`src/rtl/cacheline_burst_adapter.sv`:
```
// Bridges a 256-bit cache line port onto a 4-beat x 64-bit physical-memory burst port.
// One line transfer at a time; resp_o pulses once when the whole line has moved.
module cacheline_burst_adapter (
  input  logic         clk,
  input  logic         rst,
  input  logic [255:0] line_i,
  output logic [255:0] line_o,
  input  logic [31:0]  address_i,
  input  logic         read_i,
  input  logic         write_i,
  output logic         resp_o,
  input  logic [63:0]  burst_i,
  output logic [63:0]  burst_o,
  output logic [31:0]  address_o,
  output logic         read_o,
  output logic         write_o,
  input  logic         resp_i
);

  localparam int unsigned BEAT_W = 64;
  localparam int unsigned BEATS  = 4;
  localparam int unsigned CNT_W  = 2;
  localparam int unsigned ADDR_W = 32;
  localparam logic [ADDR_W-1:0] LINE_MASK = ~ADDR_W'(32'h1F);

  typedef enum logic [1:0] {IDLE, READ, WRITE, DONE} state_e;

  state_e                       state_q, state_d;
  logic [CNT_W-1:0]             beat_q;
  logic [BEATS-1:0][BEAT_W-1:0] fill_q;
  logic [BEATS-1:0][BEAT_W-1:0] wb_q;
  logic                         accept;
  logic                         beat_xfer;

  assign accept    = (state_q == IDLE) && (read_i || write_i);
  assign beat_xfer = ((state_q == READ) || (state_q == WRITE)) && resp_i;

  // Next-state: write wins over read; last beat moves to DONE.
  always_comb begin
    state_d = state_q;
    case (state_q)
      IDLE: begin
        if (write_i)     state_d = WRITE;
        else if (read_i) state_d = READ;
      end
      READ, WRITE: begin
        if (resp_i && (beat_q == CNT_W'(BEATS - 1))) state_d = DONE;
      end
      DONE:    state_d = IDLE;
      default: state_d = IDLE;
    endcase
  end

  always_ff @(posedge clk) begin
    if (rst) state_q <= IDLE;
    else     state_q <= state_d;
  end

  // Registered handshake outputs and line/beat datapath.
  always_ff @(posedge clk) begin
    if (rst) begin
      read_o    <= 1'b0;
      write_o   <= 1'b0;
      resp_o    <= 1'b0;
      address_o <= '0;
      beat_q    <= '0;
      fill_q    <= '0;
      wb_q      <= '0;
    end else begin
      read_o  <= (state_d == READ);
      write_o <= (state_d == WRITE);
      resp_o  <= (state_d == DONE);
      if (accept) begin
        address_o <= address_i & LINE_MASK;
        beat_q    <= '0;
        if (write_i) wb_q <= line_i;
      end
      if ((state_q == READ) && resp_i) fill_q[beat_q] <= burst_i;
      // Counter wraps 3->0 on the final beat, leaving it ready for the next line.
      if (beat_xfer) beat_q <= beat_q + CNT_W'(1);
    end
  end

  assign line_o  = fill_q;
  assign burst_o = (state_q == WRITE) ? wb_q[beat_q] : wb_q[0];

endmodule

```
`config.mk`:
```
export PLATFORM = sky130hd
export DESIGN_NAME = cacheline_burst_adapter
export DESIGN_NICKNAME = d
export VERILOG_FILES = /design/src/rtl/cacheline_burst_adapter.sv
export SDC_FILE = /design/constraint.sdc
export NUM_CORES = 1
export LEC_CHECK = 0
export ABC_AREA = 1
export BUFFER_PORTS_ARGS = -buffer_cell sky130_fd_sc_hd__buf_2
export CORE_ASPECT_RATIO = 1.25
export CORE_MARGIN = 1.5
export CORE_UTILIZATION = 25
export DETAILED_ROUTE_END_ITERATION = 10
export PLACE_DENSITY = 0.54
export SLEW_MARGIN = 0
export SYNTH_ARGS = -nofsm -noshare
export SYNTH_HDL_FRONTEND = slang
export SYNTH_SLANG_ARGS = --single-unit
```
`constraint.sdc`:
```
create_clock -name clk -period 3.55 [get_ports clk]
set_clock_uncertainty 0.2 [all_clocks]
set_input_delay 0.355 -clock clk [delete_from_list [all_inputs] [get_ports clk]]
set_output_delay 0.355 -clock clk [all_outputs]
set_load 0.02 [all_outputs]
```
# After elaboration in Yosys (flattened, before gate mapping)
# Cells that the tools add are included.
dict set report op_classes {
  muxes 12
  n_eq_ne 7
  n_lt_le_gt_ge 2
  n_reduce_logical 11
  n_addsub 1
}
# op count
set ops {}
lappend ops {{256-bit bitwise mux} 1}
lappend ops {{64-bit 2-to-1 mux} 3}
lappend ops {{64-bit binary-select mux with 2-bit select} 1}
lappend ops {{64-bit demux with 2-bit select} 1}
lappend ops {{2-bit == test, second input constant} 5}
lappend ops {{2-bit 2-to-1 mux} 5}
lappend ops {{2-bit case mux with 3 select lines} 1}
lappend ops {{1-bit logical AND} 5}
lappend ops {{2-bit by 1-bit == test with 1-bit output, second input constant} 2}
lappend ops {{2-bit by 3-bit less-than comparator with 1-bit output, second input constant} 1}
lappend ops {{2-bit by 1-bit adder with 2-bit output, second input constant} 1}
lappend ops {{2-bit by 1-bit greater-or-equal comparator with 1-bit output, second input constant} 1}
lappend ops {{2-bit logical NOT} 1}
lappend ops {{1-bit logical OR} 2}
lappend ops {{2-bit AND reduction} 1}
lappend ops {{2-bit nonzero test} 1}
lappend ops {{2-bit OR reduction} 1}
dict set report totals {
  out_inout_bits 355
  ff_bits 546
}

# Longest topological paths before layout
# Gate-level depths: netlist (run 1).
dict set report logic_depth {
  ltp_word 5
  mapped_depth 9
  mapped_depth_nobuf 8
}

# Worst setup path after synthesis (run 1)
# Ideal clock, no wire load.
dict set report synth_timing {
  path_kind {register to register}
  start {register beat_q[0]}
  end {register fill_q, in the netlist line_o[10]}
  period_less_slack_ps 1978
  setup_slack_ps 1572
  arrival_ps 1649
  stages_incl_launch_ff 9
  path_cell_list {dfxtp_1 -> buf_2 -> inv_1 -> clkbuf_1 -> ha_1 -> nand3_1 -> clkbuf_1 -> clkbuf_1 -> a21oi_1}
}
dict set report synth_via {
  elab_chain_cells 5
}
# element line_no
set synth_lines {}
lappend synth_lines {{start, declared} 29} ;# logic [CNT_W-1:0] beat_q;
lappend synth_lines {{start signal, assigned} 80} ;# if (beat_xfer) beat_q <= beat_q + CNT_W'(1);
lappend synth_lines {{2-bit by 3-bit less-than comparator with 1-bit output (not written as such) or 2-bit by 1-bit greater-or-equal comparator with 1-bit output (tied branches)} 78} ;# if ((state_q == READ) && resp_i) fill_q[beat_q] <= burst_i;
lappend synth_lines {{1-bit logical AND (not written as such)} 78}
lappend synth_lines {{64-bit 2-to-1 mux (not written as such)} 78}
lappend synth_lines {{64-bit demux with 2-bit select *} 78}
lappend synth_lines {{256-bit bitwise mux *} 78}
lappend synth_lines {{end signal, assigned by index} 78}
lappend synth_lines {{end, declared} 30} ;# logic [BEATS-1:0][BEAT_W-1:0] fill_q;
# Mark *: on every way between the ends. The rest lies on a longest branch, timed or not.
# A chain may end at the register's enable or synchronous reset.

# Worst setup path after layout (run 1)
dict set report layout_timing {
  start {register beat_q[0]}
  end {output burst_o[30]}
}
dict set report layout_via {
  elab_chain_cells 3
}
# element line_no
set layout_lines {}
lappend layout_lines {{64-bit binary-select mux with 2-bit select} 85} ;# assign burst_o = (state_q == WRITE) ? wb_q[beat_q] : wb_q[0];
lappend layout_lines {{64-bit 2-to-1 mux (not written as such)} 85}
lappend layout_lines {{64-bit 2-to-1 mux} 85}
lappend layout_lines {{end, declared} 13} ;# output logic [63:0] burst_o,
# No other way between the ends. The select of a mux whose other input is x is not followed.

==> results of run 1 <==
[cells in the final DEF, fill, tap and decap left out, types with 6 or more instances in the layout]
cell | Yosys | final
diode_2 | 0 | 11
buf_12 | 0 | 16
nor2_1 | 571 | 571
clkinv_2 | 0 | 16
buf_4 | 7 | 23
nand3_1 | 70 | 66
clkbuf_16 | 0 | 61
clkbuf_8 | 0 | 8
bufinv_16 | 0 | 7
dfxtp_1 | 546 | 544
a21oi_1 | 258 | 258
ha_1 | 7 | 6
buf_2 | 99 | 701
inv_1 | 524 | 522
nand2_1 | 978 | 978
o21ai_0 | 284 | 284
dlygate4sd3_1 | 0 | 353
[sequential cells by signal (all words and copies together) (netlist names)]
signal,cells
address_o,27
write_o,1
state_q,2
line_o,256
beat_q,2
read_o,1
wb_q,256
resp_o,1
[routing by layer]
| layer | GRT usage (%) | vias to the layer above | wire (um) |
|---|---|---|---|
| met2 | 28.3 | 710 | 38300 |
| li1 | - | 12255 | - |
| met4 | 5.52 | 12 | 2510 |
| met3 | 4.11 | 146 | 6210 |
| met1 | 19.8 | 10318 | 34100 |
| met5 | 0 | - | 75 |
[stage by stage]
step | instance area (um2) | setup WS [ns] | cells
floorplan | 22900 | 1.57 | 3472
global placement | 27500 | 0.923 | 5175
detailed placement | 27500 | 0.850 | 5175
CTS | 33000 | 0.263 | 5633
global route | 33100 | 0.102 | 5640
finish | 33100 | 0.362 | 5644
[worst max-delay path, delay by kind of cell, from the launching register on]
| family | cells | cell delay, ns |
|---|---|---|
| flip-flops | 1 | 0.38 |
| AND/OR/NAND/NOR | 5 | 0.68 |
| buffers and inverters | 3 | 0.90 |
[final timing paths]
kind / to
min reg2reg: line_o[52]
max: burst_o[30]
max reg2reg: address_o[27]
min: beat_q[0]
[cells by family (layout without fill, tap and decap cells)]
group           after synthesis  count (layout)  synth area share (%)
buf+inv                     750            1724                  13.0
flops                       546             546                  47.8
other cells                   1              16                0.0164
simple gates               1621            1621                  27.0
compound gates              543             543                  11.9
fa+ha+maj                     7               7                 0.383
[power breakdown]
group / internal, uW / total, uW / switching, uW
logic: 934 / 2340 / 1410
clock network: 3800 / 6490 / 2700
registers: 6470 / 6600 / 131
[cell type report]
cell class                      instances  area, um2
Antenna cell                           11       27.5
Clock buffer                           74       1660
Clock inverter                         31        354
Fill cell                            9610      57300
Inverter                              526       1980
Multi-Input combinational cell       2176       9090
Sequential cell                       546      10900
Tap cell                             1187       1490
Timing Repair Buffer                 1093       7530
[repair_timing]
action                    CTS  global route
hold buffers              353             0
resized for setup           0             0
hold endpoints to repair  544             0
==> metrics.txt, run 1 <==
antenna-violating nets left 0; Post-synth EDFFs 0; Post-Syn Area 22900 um2; post-DP HPWL 54100 um; Crit Path Class reg -> out; outcome completed; CP cell instances inv_2 -> nor2_4 -> buf_4 -> nand2_1 -> nand2_1 -> nand2_1 -> nand2_1 -> buf_2; Net count, final 4766; Mean Syn Cell Area 6.60 um2; Top FF cell, synth dfxtp_1; Synth Instances 3468; final cycle utilization of the critical path 89.8%; Area contributors post-synth dfxtp_1, nand2_1, nor2_1; Max IR drop VDD 0.000394 V; setup TNS 0 ns; Hold Vio Cnt, Final 0; Site Rows 123; Setup-failing EPs final 0; share of cells above drive strength 1 19.2%; RSZ-0062 raised after global routing false; largest net degree at the start of global routing 129; Die Height 341 um; Die W 274 um; Req. time, crit path 2.99 ns; postcts setup bufs 0; CTS Buffer Depth 3; Yosys reg bits 546; vias per cell 4.15; Critical Path Max Stage Delay 0.66 ns; Min Hold Slack 0.0705 ns; Initial Util 25.3%; IO Count 712; drt first pass iters 5; Startpoint Class register; Initial DRC Count 1232; yosys warns 0; most frequent cell after synthesis nand2_1; core area 90300 um2; synth cell count leaders nand2_1, nor2_1, dfxtp_1, inv_1, o21ai_0; CP dominant cell by count nand2_1; pwr/cell area 467 nW/um2; Tightest Pin Transition 0.887 ns; Setup crit end kind primary output; Tot Pwr 15400 uW; CTS tree built; gr usage total 16.4%; register area share after synthesis 47.8%; Worst Hold Launch resp_i; clk_lat worst skew 0.63 ns; total wire length 81300 um; number of remaining DRC errors 0; share of the synthesized area in the top cell type 47.8%; Wirelength per Cell 14.4 um; max_cap viols 0; Crit. Startpoint beat_q[0]; final core utilization 36.6%; Final min period 3.19 ns; R2R Setup Slk 0.83 ns; RD Place Congestion 0.813; area delta synth->final 44.5%; die area 93400 um2; R2R Path Start state_q[1]; number of global-route vias before repair 21576; CTS buffer count 59; clk sinks 546; Worst path slowest cell buf_4; r2r worst-path depth 7; Synth area leader dfxtp_1; count of cell types in the netlist 19; critical path data arrival time 2.63 ns; Vias 23441; Lkg Pwr 0.0166 uW; clock-pin slew on the worst setup and hold paths 0.06 ns; total gr overflow 0; Final Max Tran Viols 0; Max Clk Rate 0.314 GHz; Hold WC Path Type in -> reg; H-tree Lvls 2; async set-or-reset flop fraction in the synthesized netlist 0%; Rel. slew slack 40.5%; I/O Buffers 701; hold path cells 4; global-route wire length before repair 122000 um; root buf cell clkbuf_16; initial antenna violation count 22; crit-path max FO 54
No activity file was read; power rests on OpenSTA's default activity.
==> run 2: changes to the inputs <==
GPL_TIMING_DRIVEN = 0   (was not set)
SLEW_MARGIN = 20   (was 0)
==> run 2 against run 1 <==
Compared with the run above:
- largest cell class unchanged
- combinational power increased by 8%
- routed wire length up 25%
- die area unchanged
- critical path type unchanged
- register-to-register slack worse by 0.41 ns
- worst setup slack worse by 0.18 ns
- sequential power is essentially flat
- highest routed layer unchanged
==> metrics.txt, run 2 (same netlist as run 1, synthesis figures left out) <==
outcome completed; Crit. Startpoint beat_q[1]; Placed Cells 5361; Die W 274 um; hold path cells 2; area delta synth->final 46.2%; Non-Filler Instances 5830; final core utilization 37.0%; total wire length 101000 um; clock share of power 40.9%; final cycle utilization of the critical path 94.8%; Hold Path End line_o[3]; I/O Buffers 701; Final min period 3.36 ns; RD Place Congestion 0.874; post-place setup slack 0.226 ns; setup TNS 0 ns; Worst Setup Slack, final 0.185 ns; R2R Path Start beat_q[0]; initial antenna violation count 16; Max Clk Rate 0.297 GHz; global-route wire length before repair 148000 um; die area 93400 um2; share of cells above drive strength 1 19.7%; Vias 24906; Initial Util 25.3%; CTS tree built; Net count, final 4952; number of remaining DRC errors 0; CTS buffer count 59; Crit Path Class reg -> out; vias per cell 4.27; most common cell after layout, fill and taps aside nand2_1; Area after DPL 27900 um2; Worst path top cell family by delay buffers and inverters; antenna-violating nets left 0; core area 90300 um2; drt first pass iters 6; gr usage total 20.9%; Startpoint Class register; Worst path slowest cell clkbuf_1; P_sw 4390 uW; Die Height 341 um; CP cell instances buf_2 -> o21ai_4 -> clkbuf_1 -> nand2_1 -> nand2_1 -> buf_2; Sw Share 28.4%; r2r worst-path depth 9; clk sinks 546; clk_lat worst skew 0.63 ns; Worst Hold Launch line_o[3]; root buf cell clkbuf_16; Lkg Pwr 0.0169 uW; Tightest Pin Transition 0.921 ns; R2R Setup Slk 0.42 ns; pwr/cell area 462 nW/um2; Setup crit end kind primary output; number of global-route vias before repair 24591; RSZ-0062 raised after global routing false; crit-path max FO 10; Hold Vio Cnt, Final 0; max_cap viols 0; Comb pwr share 16.4%; Buf/Inv on CP 3; Sequential Power Share 42.7%; largest net degree at the start of global routing 16; Req. time, crit path 2.99 ns; Max IR drop VDD 0.000378 V; clock-pin slew on the worst setup and hold paths 0.06 ns; r2r endpoint line_o[32]; IO Count 712; total gr overflow 0; critical path data arrival time 2.81 ns; Wirelength per Cell 17.4 um; CTS Buffer Depth 3; H-tree Lvls 2; Hold WC Path Type reg -> reg; most frequent cells in the layout nand2_1, buf_2, nor2_1; Critical Path Max Stage Delay 0.67 ns; Int Power 11100 uW; Rel. slew slack 38.6%; Initial DRC Count 1188; post-DP HPWL 77700 um; Setup-failing EPs final 0; Site Rows 123; final instance area 33500 um2; Final Max Tran Viols 0; postcts setup bufs 0
## run 2: metal layers
layer	share of wire [%]	wire [um]	global-route usage, %
met1	39	39600	23.0
met2	51	51400	38.9
met3	6.3	6390	3.95
met4	3.9	3950	8.33
met5	0.11	108	0
## run 2: area by class of cell
type	instances	area (um2)
buffer	224	1000
fill	9764	56900
sequential	546	10900
inverter	526	1970
tap	1187	1490
antenna	8	20.0
multi-input combinational	2176	9020
clock buffer	92	1810
timing repair buffer	1055	7070
clock inverter	16	150
## run 2: how the worst max path moves through the flow
stage | endpoint | slack [ns] | cells after the start
floorplan | line_o[10] | 1.57 | 8
global placement | burst_o[34] | 0.24 | 7
detailed placement | burst_o[34] | 0.23 | 7
CTS | burst_o[3] | 0.03 | 6
global route | burst_o[34] | 0.04 | 7
finish | burst_o[3] | 0.19 | 6
## run 2: power groups by stage
stage	Sequential, uW	Combinational (uW)	Clock (uW)
after global routing	6630	2810	6660
after CTS	6600	2540	6450
after floorplan	6790	1230	0
after global placement	6720	2190	0
after detailed placement	6730	2200	0
final	6600	2530	6310
## run 2: worst register-to-register path: stages, from the launching register on
cell      delay, ns
dfxtp_1        0.36
buf_2          0.22
inv_1          0.12
clkbuf_1       0.35
ha_1           0.34
nand3_1        0.16
buf_2          0.41
clkbuf_1       0.50
o21ai_0        0.24
a21oi_1        0.16
## run 2: per-stage QoR
stage	total power [uW]	hold slack, ns
finish	15400	0.240
global route	16100	0.255
CTS	15600	0.221
detailed placement	8930	0.233
global placement	8910	0.230
floorplan	8020	0.224
## run 2: timing repair
| action | CTS | global route |
|---|---|---|
| hold buffers | 353 | 0 |
| gates resized for setup | 7 | 0 |
| setup endpoints to repair | 46 | 0 |
| hold endpoints to repair | 544 | 0 |
